**config.mk**
```make
export PLATFORM = sky130hd
export DESIGN_NAME = downcounter_sync_load
export DESIGN_NICKNAME = d
export VERILOG_FILES = /design/src/rtl/downcounter_sync_load.sv
export SDC_FILE = /design/constraint.sdc
export NUM_CORES = 1
export LEC_CHECK = 0
export CAP_MARGIN = 20
export CORE_MARGIN = 10
export CORE_UTILIZATION = 53
export CTS_CLUSTER_DIAMETER = 120
export DETAILED_ROUTE_END_ITERATION = 10
export HOLD_SLACK_MARGIN = 0.02
export PLACE_DENSITY = 0.91
export SLEW_MARGIN = 40
export SYNTH_ARGS = -nofsm -noshare
export SYNTH_HDL_FRONTEND = slang
export SYNTH_SLANG_ARGS = --single-unit
```
**constraint.sdc**
```tcl
create_clock -name i_clk -period 4.1 [get_ports i_clk]
set_clock_uncertainty 0.2 [all_clocks]
set_input_delay 0.82 -clock i_clk [delete_from_list [all_inputs] [get_ports i_clk]]
set_output_delay 0.82 -clock i_clk [all_outputs]
set_load 0.03 [all_outputs]
```
**src/rtl/downcounter_sync_load.sv**
```systemverilog
// Loadable down counter / interval timer: counts a programmed value down to zero,
// pulses a terminal-count flag and optionally reloads itself to run periodically.
module downcounter_sync_load #(
  parameter int WIDTH       = 4,
  parameter bit AUTO_RELOAD = 1'b0
) (
  input  logic             i_clk,
  input  logic             i_rst_n,
  input  logic             i_load,
  input  logic [WIDTH-1:0] i_load_val,
  input  logic             i_start,
  input  logic             i_stop,
  output logic [WIDTH-1:0] o_count,
  output logic             o_busy,
  output logic             o_tc,
  output logic             o_done
);

  typedef enum logic [1:0] {
    ST_IDLE = 2'd0,
    ST_RUN  = 2'd1,
    ST_DONE = 2'd2
  } state_t;

  localparam logic [WIDTH-1:0] ZERO = '0;
  localparam logic [WIDTH-1:0] ONE  = WIDTH'(1);

  state_t           r_state;
  state_t           w_state_next;
  logic [WIDTH-1:0] r_count;
  logic [WIDTH-1:0] w_count_next;
  logic [WIDTH-1:0] r_reload;
  logic [WIDTH-1:0] w_reload_next;
  logic             r_tc;
  logic             w_tc_next;
  logic             r_busy;
  logic             r_done;

  always_ff @(posedge i_clk or negedge i_rst_n) begin
    if (!i_rst_n) begin
      r_state  <= ST_IDLE;
      r_count  <= ZERO;
      r_reload <= ZERO;
      r_tc     <= 1'b0;
      r_busy   <= 1'b0;
      r_done   <= 1'b0;
    end else begin
      r_state  <= w_state_next;
      r_count  <= w_count_next;
      r_reload <= w_reload_next;
      r_tc     <= w_tc_next;
      // Status flags are registered from the next state so they track r_state exactly.
      r_busy   <= (w_state_next == ST_RUN);
      r_done   <= (w_state_next == ST_DONE);
    end
  end

  always_comb begin
    w_state_next  = r_state;
    w_count_next  = r_count;
    w_reload_next = r_reload;
    w_tc_next     = 1'b0;

    if (i_load) begin
      w_count_next  = i_load_val;
      w_reload_next = i_load_val;
      w_state_next  = ST_IDLE;
    end else begin
      case (r_state)
        ST_IDLE: begin
          if (!i_stop && i_start) begin
            if (r_count != ZERO) begin
              w_state_next = ST_RUN;
            end else begin
              w_state_next = ST_DONE;
              w_tc_next    = 1'b1;
            end
          end
        end
        ST_RUN: begin
          if (i_stop) begin
            w_state_next = ST_IDLE;
          end else if (r_count > ONE) begin
            w_count_next = r_count - ONE;
          end else if (r_count == ONE) begin
            w_count_next = ZERO;
            w_tc_next    = 1'b1;
            if (!AUTO_RELOAD) begin
              w_state_next = ST_DONE;
            end
          end else begin
            // Zero while running only happens in auto-reload mode: the reload edge
            // takes the place of a decrement, giving a period of reload+1 cycles.
            if (AUTO_RELOAD) begin
              w_count_next = r_reload;
            end else begin
              w_state_next = ST_DONE;
            end
          end
        end
        ST_DONE: begin
          if (i_stop) begin
            w_state_next = ST_IDLE;
          end else if (i_start) begin
            if (r_reload != ZERO) begin
              w_count_next = r_reload;
              w_state_next = ST_RUN;
            end else begin
              w_tc_next = 1'b1;
            end
          end
        end
        default: begin
          w_state_next = ST_IDLE;
        end
      endcase
    end
  end

  assign o_count = r_count;
  assign o_busy  = r_busy;
  assign o_tc    = r_tc;
  assign o_done  = r_done;

endmodule

```
==> results of run 1 <==
## cell families after synthesis
family | count (synthesis) | share of synthesized area [%]
and+or+nand+nor | 28 | 21.5
AOI/OAI and AO/OA | 21 | 19.5
DFF | 13 | 41.1
buffers and inverters | 10 | 4.90
muxes | 7 | 9.81
adders and majority gates | 2 | 3.16
## sequential cells by signal, indices dropped and copies added (netlist names)
signal / cells
o_done: 1
o_busy: 1
r_reload: 4
o_tc: 1
o_count: 4
r_state: 2
## per-stage QoR
step                cell area (um2)  utilization, %  hold slack, ns
global placement                943            69.9           0.337
CTS                             970            71.8           0.378
detailed placement              943            69.9           0.360
floorplan                       791               -           0.316
finish                          970            71.8           0.386
global route                    970            71.8           0.403
## how the worst max path moves through the flow
stage	slack [ns]	cells after the start	startpoint	end
3_5_place_dp	1.52	3	i_load	o_count[2]$_DFFE_PN0P_
5_1_grt	1.50	1	o_count[2]$_DFFE_PN0P_	o_count[2]
3_3_place_gp	1.54	3	i_load	o_count[1]$_DFFE_PN0P_
6_report	1.59	1	o_count[2]$_DFFE_PN0P_	o_count[2]
2_1_floorplan	1.99	6	o_count[0]$_DFFE_PN0P_	o_count[3]$_DFFE_PN0P_
4_1_cts	1.59	1	o_count[2]$_DFFE_PN0P_	o_count[2]
## layout by cell type (no fill, tap or decap), drive strengths merged, types with 2 or more instances in the layout
cell type | Yosys | layout
nand3 | 2 | 2
clkbuf | 3 | 4
inv | 6 | 6
o211a | 2 | 2
nand2 | 6 | 6
o21ai | 5 | 5
a211oi | 4 | 4
mux2 | 6 | 6
nor2 | 2 | 2
nand2b | 3 | 3
nor4b | 2 | 2
nor3 | 4 | 4
ha | 2 | 2
nor2b | 2 | 2
o31ai | 2 | 2
clkdlybuf4s50 | 0 | 15
dfrtp | 13 | 13
a21oi | 3 | 3
## routing by layer
metal	track usage (%)	routed length, um
met1	14.2	809
met2	19.7	976
met3	2.79	114
met4	7.87	45
met5	0	0
## power by group
part	total [mW]	leakage [nW]	switching [mW]	internal, mW
clock network	0.0779	0.0150	0.0402	0.0377
logic	0.187	0.246	0.101	0.0861
registers	0.179	0.163	0.0310	0.148
## cell type report
class / count / area [um2]
well taps: 15 / 18.8
clock buffers: 4 / 26.3
multi-input cells: 58 / 427
flip-flops and latches: 13 / 325
inverters: 6 / 22.5
repair buffers: 15 / 150
fillers: 111 / 380
==> metrics.yaml, run 1 <==
grt:
  antenna_found_initial: 0
  grt_pass1_wl_um: 3280
  grt_max_degree: 14
  grt_overflow: 0
  grt_usage_pct: 12.2
  grt_pass1_vias: 681
synth:
  synthArstFlopShare_pct: 100
  ys_seq_elements: 13
  synth_top_area_cell: "dfrtp_1"
  syn_area_um2: 791
  ys.flop_type: "dfrtp_1"
  avgSynthCellArea_um2: 9.76
  synth_edf_count: 0
  synthTopCellsByArea: "dfrtp_1, mux2_2, a211oi_1"
  post-synth-top-count-cell: "dfrtp_1"
  ys_warn_count: 0
  yosysUniqueCellTypes: 33
  yosysSeqAreaShare_pct: 41.1
  syn_inst: 81
  ys_top_cells_by_count: "dfrtp_1, inv_1, nand2_1"
  syn-num-nets: 92
  synth_top_area_share_pct: 41.1
critical_path:
  rrSetupSlack_ns: 1.92
  criticalPathCategory: "reg -> out"
  cpPeakStageDelay_ns: 0.73
  reg2reg_to: "o_count[2]$_DFFE_PN0P_"
  cp_top_family: "buffers and inverters"
  cp_slowest_cell: "clkdlybuf4s50_1"
  critPathCaptureType: "output pin"
  crit_fanout: 9
  r2r-start: "o_count[0]$_DFFE_PN0P_"
  cp-start-kind: "flop"
  crit_arrival_ns: 1.49
  reg2regPathDepth: 6
  path_cells: "clkdlybuf4s50_1"
  worst_ep_required_time_ns: 3.08
  cp_num_buf_inv: 1
sta:
  worst_pin_slew_ns: 0.573
  rsz0062_at_grt: "false"
  worst_slack_ns: 1.59
  period_needed_ns: 2.51
  max_freq_mhz: 399
  tns_ns: 0
  slew-limit-headroom_pct: 61.7
  setup_viol: 0
  min_period_over_period_pct: 61.2
  hold_violations: 0
  drv_slew: 0
cts:
  cts_root_buffer: "clkbuf_4"
  post_cts_resized: 0
  cts_buffer_depth: 2
  cts_tree: "done"
  postCtsHoldBufs: 0
  cts_setup_buffers: 0
  clkTransAtPathRegs_ns: 0.08
  cts_buffers: 3
  clock_latency_ns: 0.27
  clock_sink_count: 13
  cts_htree_levels: 1
min_path:
  min-delay-start: "r_reload[3]$_DFFE_PN0P_"
  hp-class: "reg -> reg"
  hold_depth: 1
  hold_end: "r_reload[3]$_DFFE_PN0P_"
routing:
  first_pass_iters: 4
  wire_per_inst_um: 17.5
  vias_per_cell: 6.28
  vias: 697
  wirelength_um: 1950
  antenna_left: 0
  drtIter0Drc: 28
  drt_drc_violations_left: 0
floorplan:
  row_count: 13
  initial_utilization_pct: 58.6
  die_w_um: 58.6
  core_mm2: 0.00135
  die_h_um: 58.6
  ios: 16
  die_area_mm2: 0.00344
placement:
  dp_slack_ns: 1.52
  routabilityCongestion: 0.834
  dp_hpwl_um: 1470
  portBuffers: 15
  placed_cells_incl_taps: 107
power:
  leakage_nw: 0.424
  power_mw: 0.444
  powerDensity_mw_per_mm2: 457
  vdd_drop_max_v: 0.000386
run:
  maxCapViolations: 0
finish:
  layout.nets: 108
  syn_to_final_growth_pct: 22.6
  finalNonFillerCells: 111
  drive_gt1_share_pct: 13.5
  antennaDiodeCount: 0
run_status:
  status: "completed"
Power figures use the tool's default switching activity.
==> inputs of run 2 (changes only) <==
CORE_UTILIZATION = 44   (was 53)
PLACE_DENSITY = 0.82   (was 0.91)
clock period = 2.3 ns   (was 4.1 ns; I/O delays follow)
==> run 2 against run 1 <==
  * Routed wire length decreased by 6.1%
  * Worst setup slack got worse by 1.5 ns
  * Core utilization decreased by 13 points
  * Largest power group unchanged
  * Highest routed layer unchanged
  * Register-to-register slack got worse by 1.8 ns
  * Combinational power increased by 84%
  * Global-route usage decreased by 3.3 points
  * Final cell count increased by 11%
==> metrics.yaml, run 2 (same netlist as run 1, synthesis figures left out) <==
floorplan:
  ios: 16
  initial_utilization_pct: 46.3
  die_w_um: 62.4
  core_mm2: 0.00171
  row_count: 15
  die_h_um: 62.4
  die_area_mm2: 0.00389
cts:
  clock_sink_count: 13
  cts_buffers: 3
  cts_buffer_depth: 2
  clock_latency_ns: 0.28
  cts_htree_levels: 1
  cts_root_buffer: "clkbuf_4"
  clkTransAtPathRegs_ns: 0.09
  cts_tree: "done"
  postCtsHoldBufs: 0
placement:
  dp_hpwl_um: 1390
  portBuffers: 15
  routabilityCongestion: 0.783
  dp_slack_ns: 0.0924
sta:
  rsz0062_at_grt: "false"
  max_freq_mhz: 455
  worst_slack_ns: 0.103
  period_needed_ns: 2.20
  tns_ns: 0
  drv_slew: 0
  setup_viol: 0
  hold_violations: 0
  min_period_over_period_pct: 95.5
  slew-limit-headroom_pct: 59.4
  worst_pin_slew_ns: 0.607
routing:
  antenna_left: 0
  wire_per_inst_um: 14.9
  wirelength_um: 1830
  vias: 686
  drt_drc_violations_left: 0
  first_pass_iters: 4
  vias_per_cell: 5.58
  drtIter0Drc: 22
critical_path:
  cp_top_family: "buffers and inverters"
  cpPeakStageDelay_ns: 0.74
  crit_arrival_ns: 1.54
  cp_num_buf_inv: 1
  cp-start-kind: "flop"
  worst_ep_required_time_ns: 1.64
  cp_slowest_cell: "clkdlybuf4s50_1"
  crit_fanout: 9
  criticalPathCategory: "reg -> out"
  path_cells: "clkdlybuf4s50_1"
  critPathCaptureType: "output pin"
finish:
  antennaDiodeCount: 0
  multi_input_area_um2: 442
  final_common_cell: "clkdlybuf4s50_1"
  layout.nets: 110
  syn_to_final_growth_pct: 28.0
  fillCellCount: 134
  drive_gt1_share_pct: 16.3
  final_cell_mix: "clkdlybuf4s50_1, dfrtp_1, inv_1, nand2_1"
  seq_area_um2: 325
run:
  maxCapViolations: 0
min_path:
  hp-class: "in -> async"
grt:
  grt_max_degree: 14
  grt_pass1_vias: 670
  grt_overflow: 0
  grt_pass1_wl_um: 2980
  antenna_found_initial: 0
  grt_usage_pct: 8.95
power:
  leakage_nw: 0.437
  vdd_drop_max_v: 0.000532
  powerDensity_mw_per_mm2: 806
run_status:
  status: "completed"
run 2: area by class of cell:
cell class / count / share of cell area, %
multi-input cells: 58 / 43.6
flip-flops and latches: 13 / 32.1
repair buffers: 17 / 16.3
well taps: 25 / 3.09
clock buffers: 4 / 2.60
inverters: 6 / 2.22
run 2: repair_timing:
action,4_1_cts,5_1_grt
resized for setup,0,2
setup buffers,0,1
endpoints found under the setup margin,0,3
run 2: final timing paths:
kind,from,endpoint,slack (ns),cells after the start
min in group i_clk,r_reload[3]$_DFFE_PN0P_,r_reload[3]$_DFFE_PN0P_,0.37,1
max reg2reg,o_count[0]$_DFFE_PN0P_,o_count[2]$_DFFE_PN0P_,0.13,6
max,o_count[2]$_DFFE_PN0P_,o_count[2],0.10,1
min reg2reg,r_reload[3]$_DFFE_PN0P_,r_reload[3]$_DFFE_PN0P_,0.37,1
max in group asynchronous,i_rst_n,r_reload[2]$_DFFE_PN0P_,1.15,1
min,i_rst_n,o_count[1]$_DFFE_PN0P_,0.35,1
run 2: power breakdown:
group          switching (mW)  internal, mW  total [mW]
combinational           0.181         0.162       0.344
clock                  0.0807        0.0673       0.148
sequential             0.0607         0.263       0.324
run 2: metal layers:
layer	up-vias	global-route usage (%)	share of wire (%)
met4	0	4.47	2.3
li1	333	-	-
met2	23	14.9	47
met3	4	2.15	4.4
met1	326	10.4	46
met5	-	0	0
run 2: metrics by stage:
stage	hold WS, ns	total power, mW	utilization, %	instance area [um2]	instances
after global placement	0.337	0.644	56.4	963	118
after detailed placement	0.348	0.649	56.4	963	118
after global routing	0.384	0.859	59.3	1010	123
after floorplan	-0.0356	0.529	-	791	81
after CTS	0.363	0.796	57.9	990	122
final	0.354	0.815	59.3	1010	123
==> inputs of run 3 (changes only) <==
HOLD_SLACK_MARGIN = default   (was 0.02)
==> results of run 3 <==
Final layout, timing and power as in run 2 (identical DEF).
